===== config.mk =====
export PLATFORM = sky130hd
export DESIGN_NAME = btn_debouncer
export DESIGN_NICKNAME = d
export VERILOG_FILES = /design/src/rtl/btn_debouncer.sv
export SDC_FILE = /design/constraint.sdc
export NUM_CORES = 1
export LEC_CHECK = 0
export ABC_AREA = 1
export BUFFER_PORTS_ARGS = -buffer_cell sky130_fd_sc_hd__clkbuf_2
export CAP_MARGIN = 15
export CELL_PAD_IN_SITES_DETAIL_PLACEMENT = 1
export CELL_PAD_IN_SITES_GLOBAL_PLACEMENT = 1
export CORE_AREA = 10 10 115 142
export CTS_CLUSTER_DIAMETER = 40
export DETAILED_ROUTE_END_ITERATION = 8
export DIE_AREA = 0 0 125 152
export PLACE_DENSITY = 0.53
export SETUP_SLACK_MARGIN = 0.15
export SLEW_MARGIN = 20
export SYNTH_ARGS = -nofsm -noshare
export SYNTH_HDL_FRONTEND = slang
export SYNTH_SLANG_ARGS = --single-unit

===== constraint.sdc =====
create_clock -name clock -period 1.8 [get_ports clock]
set_clock_uncertainty 0.2 [all_clocks]
set_input_delay 0.09 -clock clock [delete_from_list [all_inputs] [get_ports clock]]
set_output_delay 0.09 -clock clock [all_outputs]
set_load 0.02 [all_outputs]

===== src/rtl/btn_debouncer.sv =====
// Push-button conditioner: per channel a two-flop synchronizer, a counter-based
// debounce filter and a rising-edge one-shot. o_btn_level is the debounced level,
// o_btn_pulse is a single-cycle strobe on each debounced press.
module btn_debouncer #(
  parameter int unsigned NB_BTN          = 3,
  parameter int unsigned DEBOUNCE_CYCLES = 1000000,
  parameter int unsigned NB_CNT          = 20
) (
  input  logic              clock,
  input  logic              i_reset,
  input  logic [NB_BTN-1:0] i_btn_raw,
  output logic [NB_BTN-1:0] o_btn_level,
  output logic [NB_BTN-1:0] o_btn_pulse
);

  // Terminal count: the filter flips on the DEBOUNCE_CYCLES-th differing sample.
  localparam logic [NB_CNT-1:0] CNT_LAST = NB_CNT'(DEBOUNCE_CYCLES - 1);

  typedef enum logic {
    STABLE_LOW  = 1'b0,
    STABLE_HIGH = 1'b1
  } state_e;

  logic [NB_BTN-1:0] sync1_q;
  logic [NB_BTN-1:0] sync2_q;

  // Two-flop synchronizer; the only logic that looks at the raw pins.
  always_ff @(posedge clock or negedge i_reset) begin
    if (!i_reset) begin
      sync1_q <= '0;
      sync2_q <= '0;
    end else begin
      sync1_q <= i_btn_raw;
      sync2_q <= sync1_q;
    end
  end

  for (genvar g = 0; g < NB_BTN; g++) begin : g_chan
    state_e            state_q;
    logic [NB_CNT-1:0] cnt_q;
    logic              pulse_q;
    logic              s_c;

    assign s_c = sync2_q[g];

    // Debounce filter: count consecutive samples that disagree with the
    // debounced state, flip on the terminal count, strobe only on 0->1.
    always_ff @(posedge clock or negedge i_reset) begin
      if (!i_reset) begin
        state_q <= STABLE_LOW;
        cnt_q   <= '0;
        pulse_q <= 1'b0;
      end else begin
        pulse_q <= 1'b0;
        case (state_q)
          STABLE_LOW: begin
            if (!s_c) begin
              cnt_q <= '0;
            end else if (cnt_q == CNT_LAST) begin
              state_q <= STABLE_HIGH;
              cnt_q   <= '0;
              pulse_q <= 1'b1;
            end else begin
              cnt_q <= cnt_q + NB_CNT'(1);
            end
          end
          STABLE_HIGH: begin
            if (s_c) begin
              cnt_q <= '0;
            end else if (cnt_q == CNT_LAST) begin
              state_q <= STABLE_LOW;
              cnt_q   <= '0;
            end else begin
              cnt_q <= cnt_q + NB_CNT'(1);
            end
          end
          default: begin
            state_q <= STABLE_LOW;
            cnt_q   <= '0;
          end
        endcase
      end
    end

    assign o_btn_level[g] = (state_q == STABLE_HIGH);
    assign o_btn_pulse[g] = pulse_q;
  end

endmodule


==> impl_metrics.ini, run 1 <==
[final_layout]
seqCellArea_mm2 = 0.00181
antenna_cells = 0
area_growth_pct = 26.2
multi_input_area_mm2 = 0.00210
fill_cells = 1651
postLayoutCoreUtil_pct = 36.7
drive_above_1_share_pct = 28.4
final_cells = 745
nets = 574

[power]
p_per_area_mw_per_mm2 = 696
p_total_uw = 3500
leakagePower_uw = 0.00216
ir_drop_mv = 0.335

[worst_setup_path]
crit_path_end_kind = flop
crit_chain = nand2_2, nor2_4, nand2_2, inv_2, nand3b_1, nand2_4, nor2_1
startpoint_type = flop
required_ps = 1820
cp_data_arrival_time_ps = 1630
setup.worst_path.end = g_chan[0].cnt_q[9]
worstSetupPathType = reg2reg
slowest_delay_ps = 400
crit_fanout = 6
rr_startpoint = g_chan[0].cnt_q[3]
r2r_slack_ps = 190
r2r-end = g_chan[0].cnt_q[9]
cp_common_cell = nand2_2
rr_worst_depth = 7
crit_path_top_delay_cell = dfrtp_1
timing.critical_path.from = g_chan[0].cnt_q[3]

[worst_hold_path]
hp-class = in2async

[logic_synthesis]
muxShareOfSynthArea_pct = 0
syn_area_per_cell_um2 = 7.78
ys_seq_area_share_pct = 45.3
synth_compound_gate_area_share_pct = 2.92
synth_area_leaders = dfrtp_1 45%, nor2_1 11%, nand2_1 9.9%, inv_1 5.6%, nand3_1 4.4%
synth_seq_cells = 72
synth_fp_nets = 520
synthAdderAreaFrac_pct = 0.943
ys_types = 31
synth_area_mm2 = 0.00398
yosysTopAreaCell = dfrtp_1
synth.top_cell.area_share_pct = 45.3
yosys.area_share.simple_pct = 38.1
syn_inst = 512
yosysWarnings = 0
synth_top_family_by_area = simple AND/OR/NAND/NOR gates
synth-xor-area-share_pct = 4.81

[detailed_routing]
wl_met2_mm = 5.35
vias = 3357
drtAntennaViolNets = 0
drc = 0
drtIter0Drc = 92
wl_per_cell_um = 13.5
vias_per_cell = 4.51
dr_wl_met3_um = 196
drt_pass1_iterations = 4
top_layer_used = met4
wirelength_mm = 10.0
wl_met1_mm = 4.34

[placement]
portBuffers = 10
gp_congestion = 0.734
numPlacedInstances = 702
place_hpwl_mm = 7.26

[clocking]
clk-insertion-delay-late_ps = 330
cts_sinks = 72
clkTransAtPathRegs_ps = 60
cts_tree = yes
clockBufferDepth = 2
h-tree-depth = 3
cts-root-buf = clkbuf_16
cts_buffers = 9

[sta]
tns_ps = 0
slew-limit-headroom_pct = 72.0
worst_slew_pin_slew_ps = 419
timing.final.crit_share_pct = 89.7
rsz0062_at_grt = true
setup_viol = 0
timing.final.crit_period_ps = 1610
maxSlewViolCount = 0
final_hold_viol_count = 0
timing.fmax_ghz = 0.619

[grt]
overflow = 0
grt_pass1_vias = 3521
grt_pass1_wl_mm = 16.9
grt_use_total_pct = 10.5
grt_antenna_before_repair = 0
grt_max_degree = 31

[floorplanning]
rows = 48
initial_utilization_pct = 29.1
die_w_um = 125
die_height_um = 152
die_area_mm2 = 0.0190
ios = 11
core_area_mm2 = 0.0137

[outcome]
status = finished, final reports clean

[flow_run]
drv_cap = 0
## flip-flops by register name, summed over array words and instances, names as in the netlist, named ones only
signal	count
sync1_q	3
g_chan.cnt_q	60
g_chan.pulse_q	3
sync2_q	3
## cell type report
class | instances | share of cell area (%)
multi-input combinational | 372 | 41.7
tap | 175 | 4.36
clock buffer | 12 | 5.10
sequential | 72 | 36.0
inverter | 61 | 4.56
timing repair buffer | 50 | 7.87
clock inverter | 3 | 0.349
## power by group
part / leakage [uW] / switching, uW / internal (uW)
Sequential: 0.000971 / 19.5 / 1640
Clock: 0.000134 / 669 / 996
Combinational: 0.00106 / 105 / 67.6
## timing repair
action                                  CTS  global route
setup buffers                             2            20
hold endpoints to repair                 75             0
gates resized for setup                  13            59
cloned                                    1             1
hold buffers                              4             0
pin swaps                                 2            20
endpoints found under the setup margin   60            54
## cell families after synthesis
logic type / Yosys count
XOR/XNOR: 21
buffers and inverters: 70
adder cells (fa/ha/maj): 3
flip-flops: 72
AND/OR/NAND/NOR: 325
AO/OA/AOI/OAI: 21
## per-stage QoR
step	hold slack (ps)	instance area [um^2]	setup WS (ps)
3_3_place_gp	-130	4300	65.8
5_1_grt	95.2	5030	66.5
4_1_cts	73.7	4680	136
6_report	53.1	5030	185
3_5_place_dp	-131	4300	-81.5
2_1_floorplan	-406	3980	195
## placed cells by master (no fill, tap or decap), types with 3 or more instances in the layout
master,n
a21oi_1,11
a21oi_2,4
buf_4,33
clkbuf_16,9
clkbuf_2,9
dfrtp_1,64
dfrtp_2,8
dlygate4sd3_1,4
inv_1,53
inv_2,7
nand2_1,99
nand2_2,12
nand2_4,5
nand3_1,31
nand3_2,5
nand3_4,3
nand3b_1,4
nand4_1,6
nor2_1,101
nor2_2,23
nor2_4,13
nor3_1,9
nor3_2,8
o21ai_0,4
xnor2_1,7
xor2_1,13
## cell usage after synthesis (all sizes together)
library cell,instances
xnor2,7
nand4,6
or2,4
buf,9
nand2b,1
xor2,14
nor3,18
clkinv,1
nand2,115
nor2,137
dfrtp,72
nand3b,5
ha,3
o21ai,6
a21oi,15
inv,60
nand3,39
## how the worst min path moves through the flow
stage                     startpoint             endpoint  depth (start not counted)
final                        i_reset   g_chan[1].cnt_q[9]                          2
after detailed placement     i_reset  g_chan[0].cnt_q[14]                          1
after floorplan              i_reset            async pin                          0
after CTS                    i_reset  g_chan[1].cnt_q[12]                          2
after global placement       i_reset  g_chan[0].cnt_q[14]                          1
after global routing         i_reset  g_chan[1].cnt_q[12]                          2
## layer usage
metal	track usage [%]	vias to the layer above
met1	11.8	1634
met2	18.9	17
met5	0	-
met3	2.33	13
met4	3.96	0
li1	-	1693
## worst max-delay path: cells and delay by family, from the launching register on
family	cells	cell delay (ps)
AND/OR/NAND/NOR	6	840
flip-flops	1	400
buffers and inverters	1	60
No activity file was read; power rests on OpenSTA's default activity.
==> run 2, diff against run 1 <==
--- a/config.mk
+++ b/config.mk
@@ -10,11 +10,11 @@
 export CAP_MARGIN = 15
 export CELL_PAD_IN_SITES_DETAIL_PLACEMENT = 1
 export CELL_PAD_IN_SITES_GLOBAL_PLACEMENT = 1
-export CORE_AREA = 10 10 115 142
+export CORE_AREA = 10 10 94 116
 export CTS_CLUSTER_DIAMETER = 40
 export DETAILED_ROUTE_END_ITERATION = 8
-export DIE_AREA = 0 0 125 152
-export PLACE_DENSITY = 0.53
+export DIE_AREA = 0 0 104 126
+export PLACE_DENSITY = 0.77
 export SETUP_SLACK_MARGIN = 0.15
 export SLEW_MARGIN = 20
 export SYNTH_ARGS = -nofsm -noshare
==> run 2 against run 1 <==
Effect of this change: setup slack worse by 86 ps; critical endpoint unchanged; sequential power about the same; via count up 3.1%; largest cell class unchanged; sequential share of layout area up 1.3 points; maximum frequency down 5.0%; die area down 31%; register-to-register slack worse by 90 ps; power down 14%; clock power down 29%.
==> impl_metrics.ini, run 2 (same netlist as run 1, synthesis figures left out) <==
[outcome]
status = finished, final reports clean

[worst_hold_path]
hp-class = in2async

[placement]
gp_congestion = 0.822
portBuffers = 10
place_hpwl_mm = 7.01

[power]
power_frac_comb_pct = 5.7
pwr-share-clk_pct = 39.4
ir_drop_mv = 0.417
seqPwrFrac_pct = 55.0
leakagePower_uw = 0.00217
swShare_pct = 23.6
p_total_uw = 3020
p_per_area_mw_per_mm2 = 623
cell_internal_pwr_uw = 2310
switchingPower_uw = 711

[detailed_routing]
wl_met2_mm = 6.13
dr_wl_met3_um = 206
drtAntennaViolNets = 0
wl_met1_mm = 4.22
top_layer_used = met4
vias_per_cell = 5.07
vias = 3461
drtIter0Drc = 114
wl_per_cell_um = 15.8
drt_pass1_iterations = 4
wirelength_mm = 10.8
drc = 0

[clocking]
clockBufferDepth = 2
h-tree-depth = 3
cts_sinks = 72
cts_tree = yes
cts_buffers = 9
clkTransAtPathRegs_ps = 80
cts-root-buf = clkbuf_8
clk-insertion-delay-late_ps = 350

[flow_run]
drv_cap = 0

[sta]
slew-limit-headroom_pct = 69.5
timing.final.crit_share_pct = 94.5
timing.fmax_ghz = 0.588
final_hold_viol_count = 0
maxSlewViolCount = 0
worst_slew_pin_slew_ps = 457
timing.final.crit_period_ps = 1700
setup_viol = 0
rsz0062_at_grt = true

[floorplanning]
die_w_um = 104
core_area_mm2 = 0.00865
die_area_mm2 = 0.0131
ios = 11
rows = 38
initial_utilization_pct = 46.0
die_height_um = 126

[grt]
grt_pass1_vias = 3777
overflow = 0
grt_use_total_pct = 15.6
grt_max_degree = 33
grt_pass1_wl_mm = 17.2
grt_antenna_before_repair = 0

[worst_setup_path]
crit_fanout = 6
crit_path_top_delay_cell = dfrtp_1
required_ps = 1830
crit_chain = nand2_4, nor2_4, nand2_4, inv_2, nand3b_1, nand2_4, nor2_1
crit_path_end_kind = flop
worstSetupPathType = reg2reg
slowest_delay_ps = 430
critPathTopFamily = simple AND/OR/NAND/NOR gates
cp_common_cell = nand2_4
cp_num_buf_inv = 1
cp_data_arrival_time_ps = 1730
startpoint_type = flop

[final_layout]
drive_above_1_share_pct = 28.1
layout_common_cells = 98 x nor2_1, 92 x nand2_1, 66 x dfrtp_1
layout_commonest_cell = nor2_1
area_growth_pct = 21.5
top_register = g_chan.cnt_q
nets = 568
antenna_cells = 0
largest_reg_flops = 60
postLayoutCoreUtil_pct = 55.9
[run 2: cell types whose count changed in the layout (fill, tap and decap cells not counted), sizes merged]
cell,before,now
clkinvlp,1,0
clkbuf,21,23
buf,37,31
clkinv,3,1
[run 2: what timing repair did]
item / in CTS / in global routing
gates cloned: 2 / 1
buffers inserted: 3 / 14
pin swaps: 6 / 23
setup endpoints to repair: 59 / 61
hold endpoints to repair: 75 / 0
resized for setup: 16 / 69
hold buffers: 4 / 0
[run 2: path summary, 6_finish.rpt]
check | startpoint | endpoint | slack (ps) | cells after the start
setup / recovery | g_chan[0].cnt_q[3] | g_chan[0].cnt_q[9] | 100 | 7
hold / removal | i_reset | g_chan[1].cnt_q[18] | 30 | 2
setup reg to reg | g_chan[0].cnt_q[3] | g_chan[0].cnt_q[9] | 100 | 7
hold reg to reg | sync1_q[1] | sync2_q[1] | 140 | 0
max in group asynchronous | i_reset | g_chan[1].cnt_q[13] | 810 | 3
min in group clock | sync1_q[1] | sync2_q[1] | 140 | 0
[run 2: power by group through the flow]
stage / logic (uW) / registers, uW / clock network (uW)
floorplan: 70.3 / 1680 / 0
global placement: 124 / 1680 / 0
detailed placement: 131 / 1690 / 0
CTS: 150 / 1650 / 1210
global route: 194 / 1660 / 1300
finish: 171 / 1660 / 1190
[run 2: cell type report]
class	instances	area (um^2)
Fill cell	1049	3810
Inverter	61	234
Sequential cell	72	1810
Multi-Input combinational cell	372	2130
Clock buffer	14	173
Timing Repair Buffer	44	347
Tap cell	120	150
[run 2: layer usage]
| layer | GRT usage (%) | vias up |
|---|---|---|
| met1 | 16.3 | 1721 |
| li1 | - | 1687 |
| met5 | 0 | - |
| met4 | 6.64 | 0 |
| met3 | 2.30 | 19 |
| met2 | 30.2 | 34 |
[run 2: metrics by stage]
stage	cells	area, um^2	hold WS, ps	setup TNS (ps)	setup WS, ps
finish	683	4840	32.4	0	99.8
global route	683	4840	60.4	-118	-29.5
CTS	668	4500	46.9	0	122
detailed placement	645	4200	-125	-12.6	-12.3
global placement	645	4200	-132	0	94.3
floorplan	512	3980	-406	0	195
